===== config.mk =====
export PLATFORM = sky130hd
export DESIGN_NAME = sc_regscan
export DESIGN_NICKNAME = d
export VERILOG_FILES = /design/src/rtl/sc_regscan.sv
export SDC_FILE = /design/constraint.sdc
export NUM_CORES = 1
export LEC_CHECK = 0
export CAP_MARGIN = 15
export CORE_UTILIZATION = 45
export CTS_BUF_LIST = sky130_fd_sc_hd__clkbuf_4 sky130_fd_sc_hd__clkbuf_8
export DETAILED_ROUTE_END_ITERATION = 12
export MAX_ROUTING_LAYER = met4
export PLACE_DENSITY_LB_ADDON = 0.05
export SLEW_MARGIN = 15
export SYNTH_ARGS = -nofsm -noshare
export SYNTH_HDL_FRONTEND = slang
export SYNTH_SLANG_ARGS = --single-unit

===== constraint.sdc =====
create_clock -name SC_RegSCAN_CLOCK_50 -period 2.8 [get_ports SC_RegSCAN_CLOCK_50]
set_clock_uncertainty 0.05 [all_clocks]
set_input_delay 0.56 -clock SC_RegSCAN_CLOCK_50 [delete_from_list [all_inputs] [get_ports SC_RegSCAN_CLOCK_50]]
set_output_delay 0.56 -clock SC_RegSCAN_CLOCK_50 [all_outputs]
set_load 0.02 [all_outputs]

===== src/rtl/sc_regscan.sv =====
// sc_regscan -- frame scanner for an external register bank.
// Walks rows 0..RegSCAN_ROWS-1. Each row costs one FETCH cycle, which presents
// the address and captures the bank word. The word is then sent MSB first over
// a serial valid/ready link.
// Optional feature: define SC_REGSCAN_PARITY_EN to append an even-parity bit
// (XOR of the captured word) after each word.
//
// Handshake: valid_OutHigh is high for every SHIFT cycle. A bit moves on a
// rising edge only when valid and ready are both high. While ready is low,
// serial_Out, the shift register and the bit counter hold, with no timeout.
// The FSM state is exported on SC_RegSCAN_state_OutBUS for observation.
module sc_regscan #(
  parameter int RegSCAN_DATAWIDTH = 8,
  parameter int RegSCAN_ROWS      = 8,
  parameter int RegSCAN_ADDRWIDTH = 3
) (
  input  logic                         SC_RegSCAN_CLOCK_50,
  input  logic                         SC_RegSCAN_RESET_InHigh,
  input  logic                         SC_RegSCAN_start_InLow,
  input  logic [RegSCAN_DATAWIDTH-1:0] SC_RegSCAN_data_InBUS,
  input  logic                         SC_RegSCAN_ready_InHigh,
  output logic [RegSCAN_ADDRWIDTH-1:0] SC_RegSCAN_addr_OutBUS,
  output logic                         SC_RegSCAN_serial_Out,
  output logic                         SC_RegSCAN_valid_OutHigh,
  output logic                         SC_RegSCAN_busy_OutHigh,
  output logic                         SC_RegSCAN_done_OutHigh,
  output logic [1:0]                   SC_RegSCAN_state_OutBUS
);

`ifdef SC_REGSCAN_PARITY_EN
  localparam int WORD_BITS = RegSCAN_DATAWIDTH + 1;
`else
  localparam int WORD_BITS = RegSCAN_DATAWIDTH;
`endif
  localparam int CNT_W = $clog2(WORD_BITS + 1);
  localparam logic [RegSCAN_ADDRWIDTH-1:0] LAST_ROW = RegSCAN_ADDRWIDTH'(RegSCAN_ROWS - 1);
  localparam logic [CNT_W-1:0]             LAST_BIT = CNT_W'(WORD_BITS - 1);

  typedef enum logic [1:0] {
    ST_IDLE  = 2'd0,
    ST_FETCH = 2'd1,
    ST_SHIFT = 2'd2,
    ST_DONE  = 2'd3
  } state_t;

  state_t                         state, stateNext;
  logic [RegSCAN_ADDRWIDTH-1:0]   row, rowNext;
  logic [WORD_BITS-1:0]           shiftReg, shiftNext;
  logic [CNT_W-1:0]               bitCnt, bitCntNext;
  logic [WORD_BITS-1:0]           captureWord;
  logic                           xfer;

  // Word captured at the end of FETCH, with the parity bit appended when enabled
`ifdef SC_REGSCAN_PARITY_EN
  assign captureWord = {SC_RegSCAN_data_InBUS, ^SC_RegSCAN_data_InBUS};
`else
  assign captureWord = SC_RegSCAN_data_InBUS;
`endif

  assign xfer = (state == ST_SHIFT) && SC_RegSCAN_ready_InHigh;

  // State, row, shift register and bit counter; reset clears all of them at once
  always_ff @(posedge SC_RegSCAN_CLOCK_50 or posedge SC_RegSCAN_RESET_InHigh) begin
    if (SC_RegSCAN_RESET_InHigh) begin
      state    <= ST_IDLE;
      row      <= '0;
      shiftReg <= '0;
      bitCnt   <= '0;
    end else begin
      state    <= stateNext;
      row      <= rowNext;
      shiftReg <= shiftNext;
      bitCnt   <= bitCntNext;
    end
  end

  // Next-state logic; everything holds unless a transition says otherwise
  always_comb begin
    stateNext  = state;
    rowNext    = row;
    shiftNext  = shiftReg;
    bitCntNext = bitCnt;
    case (state)
      ST_IDLE: begin
        if (!SC_RegSCAN_start_InLow) begin
          stateNext = ST_FETCH;
          rowNext   = '0;
        end
      end
      ST_FETCH: begin
        shiftNext  = captureWord;
        bitCntNext = '0;
        stateNext  = ST_SHIFT;
      end
      ST_SHIFT: begin
        if (xfer) begin
          shiftNext  = shiftReg << 1;
          bitCntNext = bitCnt + CNT_W'(1);
          if (bitCnt == LAST_BIT) begin
            if (row == LAST_ROW) begin
              stateNext = ST_DONE;
            end else begin
              rowNext   = row + RegSCAN_ADDRWIDTH'(1);
              stateNext = ST_FETCH;
            end
          end
        end
      end
      ST_DONE: begin
        stateNext = ST_IDLE;
      end
      default: begin
        stateNext = ST_IDLE;
      end
    endcase
  end

  // The address is the row register itself, so it keeps the last row outside a frame
  assign SC_RegSCAN_addr_OutBUS   = row;
  assign SC_RegSCAN_valid_OutHigh = (state == ST_SHIFT);
  assign SC_RegSCAN_serial_Out    = (state == ST_SHIFT) && shiftReg[WORD_BITS-1];
  assign SC_RegSCAN_busy_OutHigh  = (state != ST_IDLE);
  assign SC_RegSCAN_done_OutHigh  = (state == ST_DONE);
  assign SC_RegSCAN_state_OutBUS  = state;

endmodule

==> summary.md <==
| Metric | Value |
|---|---|
| # Max-Cap Violations | 0 |
| Biggest fanout along the worst timing path | 13 |
| Status | finished clean |
| Routed via count | 866 |
| Leading cell types in the layout, fill and taps excluded | 20 x clkdlybuf4s50_1, 18 x nand2_1, 17 x dfrtp_1 |
| Number of remaining DRC errors | 0 |
| Global routing usage on met2 | 0.320 |
| Netlist Area Pre-Place | 0.00101 mm^2 |
| Power per cell area | 908 mW/mm^2 |
| Worst min path class | reg2reg |
| Most instantiated flip-flop cell in the synthesis netlist | dfrtp_1 |
| Static Leakage | 0.562 nW |
| Max Clk Rate | 0.409 GHz |
| Diode insertion count for antenna repair | 0 |
| Setup Fix Bufs, Post-CTS | 0 |
| Number of cells produced by synthesis | 113 |
| Async set-reset flop share out of synthesis | 1.00 |
| Met1 global-route usage | 0.261 |
| Clock tree from TritonCTS | built |
| Final standard cell utilization of the core | 0.615 |
| Number of pins with negative max-slew slack in the final report | 0 |
| Global Route Usage Sum | 0.211 |
| Gp weighted congestion | between 0.8 and 0.9 |
| Synthesized Nets | 128 |
| Post-synthesis register bit count | 17 |
| Mux cell area share after synthesis | 0.0111 |
| Endpoint type of the worst setup path | output port |
| Fraction of layout instances using a drive strength above 1 | 0.0602 |
| Total die area | 0.00245 mm^2 |
| Initial drt markers | 16 |
| IR drop worst, VDD | 0.475 mV |
| Final setup violation count | 0 |
| Fraction of the mapped netlist area in adder cells | 0.0370 |
| Shortest period the worst path allows | 2440 ps |
| Setup TNS | 0 ps |
| Gates resized, CTS repair | 0 |
| Tightest slew margin relative to the limit | 0.568 |
| Aggregate routed wire length | 2.17 mm |
| Y dimension of the die | 49.5 um |
| Mean cell area of the mapped netlist | 8.97 um^2 |
| Netlist cell types | 31 |
| Met3 usage | 0.0586 |
| Maximum clock path buffer count | 2 |
| Stage delay of the slowest cell on the critical path | between 500 and 600 ps |
| Largest family of logic cells by synthesized area | simple AND/OR/NAND/NOR gates |
| Area added between synthesis and finish | 24.0% |
| Cell chain of the critical path | nand2b_1 > inv_1 > and2_1 > clkdlybuf4s50_1 |
| Core outline area | 0.00204 mm^2 |
| Root buf cell | clkbuf_4 |
| Unrepaired setup endpoints after global routing | false |
| Number of antenna violations at the first check in global routing | 0 |
| Clock net sink count | 17 |
| Starting Density | 0.496 |
| Number of endpoints with negative hold slack in the final report | 0 |
| Number of enable flip-flop cells after synthesis | 0 |
| Simple-gate area share of the yosys netlist | 0.278 |
| Global-route wire length before repair | 3.79 mm |
| Total I/O pin count | 21 |
| Highest-utilization routing layer at the global route stage | met2 |
| Class of the most critical setup path | reg2out |
| Area share of xor/xnor cells in the synthesized design | 0 |
| Pin slew with the least headroom to its limit | 647 ps |
| Sequential element share of the synthesized area | 0.420 |
| Slowest cell on crit path | clkdlybuf4s50_1 |
| # hold bufs at CTS | 0 |
| Number of fillers in the final layout | 192 |
| Row count | 16 |
| Compound-gate portion of the synthesized area | 0.199 |
| Largest net degree at the start of global routing | 28 |
| Reg clk slew, reported paths | 110 ps |
| Die span in x | between 40 and 50 um |
| Count of TritonRoute iterations in the first routing pass | 4 |
| Grt total ovfl | 0 |
| Yosys warns | 0 |
| Worst Setup Start Kind | flip-flop |
| Post-DR vias/cell | 5.41 |
| Worst path arrival time | 1830 ps |
| Residual antenna-violating net count after detailed routing | 0 |
| Post-detail-place hpwl | about 1.5 mm |
| PortBufs | 20 |
| Worst skew pair latency | 300 ps |
| Vias in the first global route | 851 |
| Count of nets after finishing | 149 |
| H-Tree Level Count | 1 |
| Number of CTS-inserted buffers | 3 |
| Required time reported for the critical path endpoint | 2190 ps |
| Leading cell type in the layout, fill and taps excluded | clkdlybuf4s50_1 |
| Average wire per standard cell | 13.5 um |
| Period utilisation layout | 0.873 |
==> logic make-up (layout without fill, tap and decap cells) <==
kind of cell / after synthesis / in the layout
multiplexers: 1 / 1
AO/OA/AOI/OAI: 30 / 30
adder cells (fa/ha/maj): 3 / 3
buffers and inverters: 12 / 32
AND/OR/NAND/NOR: 50 / 50
flip-flops: 17 / 17
==> state kept, by name, summed over array words and instances, names as in the netlist <==
signal / count
bitCnt: 4
shiftReg: 8
SC_RegSCAN_addr_OutBUS: 3
SC_RegSCAN_state_OutBUS: 2
==> synth_stat cells (all sizes together), types with 2 or more instances <==
cell    instances  share of area
ha              3          0.037
a31oi           7          0.043
buf             5          0.030
nand2          18          0.067
and2            4          0.025
a211oi          7          0.052
a221o           3          0.030
dfrtp          17           0.42
o21ai           5          0.025
inv             6          0.022
nor2b           7          0.043
nor2            4          0.015
nand3           2         0.0099
nand2b          4          0.025
a21oi           4          0.020
nor4            3          0.019
==> metal layers <==
layer | wire length, um | vias up
met1 | 1050 | 402
met3 | 91 | 2
met2 | 1000 | 19
li1 | - | 443
met5 | 0 | -
met4 | 23 | 0
==> final cells by class <==
type,count,area (um^2),area share
Sequential cell,17,425,0.339
Inverter,6,22.5,0.0179
Tap cell,27,33.8,0.0269
Multi-Input combinational cell,84,532,0.423
Timing Repair Buffer,22,215,0.171
Clock buffer,3,22.5,0.0179
Clock inverter,1,5.00,0.00398
==> worst max-delay path: cells and delay by family (launching register included) <==
family	cells	cell delay, ps
buffers and inverters	2	700
AND/OR/NAND/NOR	2	300
flip-flops	1	560
==> power by group <==
part           internal, W  leakage (nW)  total, W  switching, W
Combinational     0.000261         0.330  0.000558      0.000297
Sequential        0.000345         0.214  0.000444     0.0000990
Clock            0.0000532        0.0177  0.000138     0.0000852
==> through the flow <==
| step | worst slack [ps] | hold slack [ps] | power, W | std cells | instance area (um^2) |
|---|---|---|---|---|---|
| 4_1_cts | 348 | 521 | 0.00115 | 160 | 1260 |
| 3_3_place_gp | 716 | 495 | 0.000984 | 156 | 1230 |
| 3_5_place_dp | 671 | 507 | 0.00101 | 156 | 1230 |
| 6_report | 355 | 505 | 0.00114 | 160 | 1260 |
| 2_1_floorplan | 866 | 436 | 0.000840 | 113 | 1010 |
| 5_1_grt | 221 | 549 | 0.00124 | 160 | 1260 |
==> path summary, 6_finish.rpt <==
| kind | from | endpoint | slack (ps) | depth (start not counted) |
|---|---|---|---|---|
| setup / recovery | SC_RegSCAN_state_OutBUS[1]$_DFFE_PP0P_ | SC_RegSCAN_serial_Out | 360 | 4 |
| hold / removal | shiftReg[2]$_DFFE_PP0P_ | shiftReg[3]$_DFFE_PP0P_ | 500 | 2 |
| min in group asynchronous | SC_RegSCAN_RESET_InHigh | SC_RegSCAN_addr_OutBUS[0]$_DFFE_PP0P_ | 580 | 2 |
| setup reg to reg | SC_RegSCAN_addr_OutBUS[0]$_DFFE_PP0P_ | SC_RegSCAN_addr_OutBUS[1]$_DFFE_PP0P_ | 1160 | 4 |
| hold reg to reg | shiftReg[2]$_DFFE_PP0P_ | shiftReg[3]$_DFFE_PP0P_ | 500 | 2 |
| max in group asynchronous | SC_RegSCAN_RESET_InHigh | shiftReg[1]$_DFFE_PP0P_ | 1690 | 2 |
(Power assumes the default switching activity.)
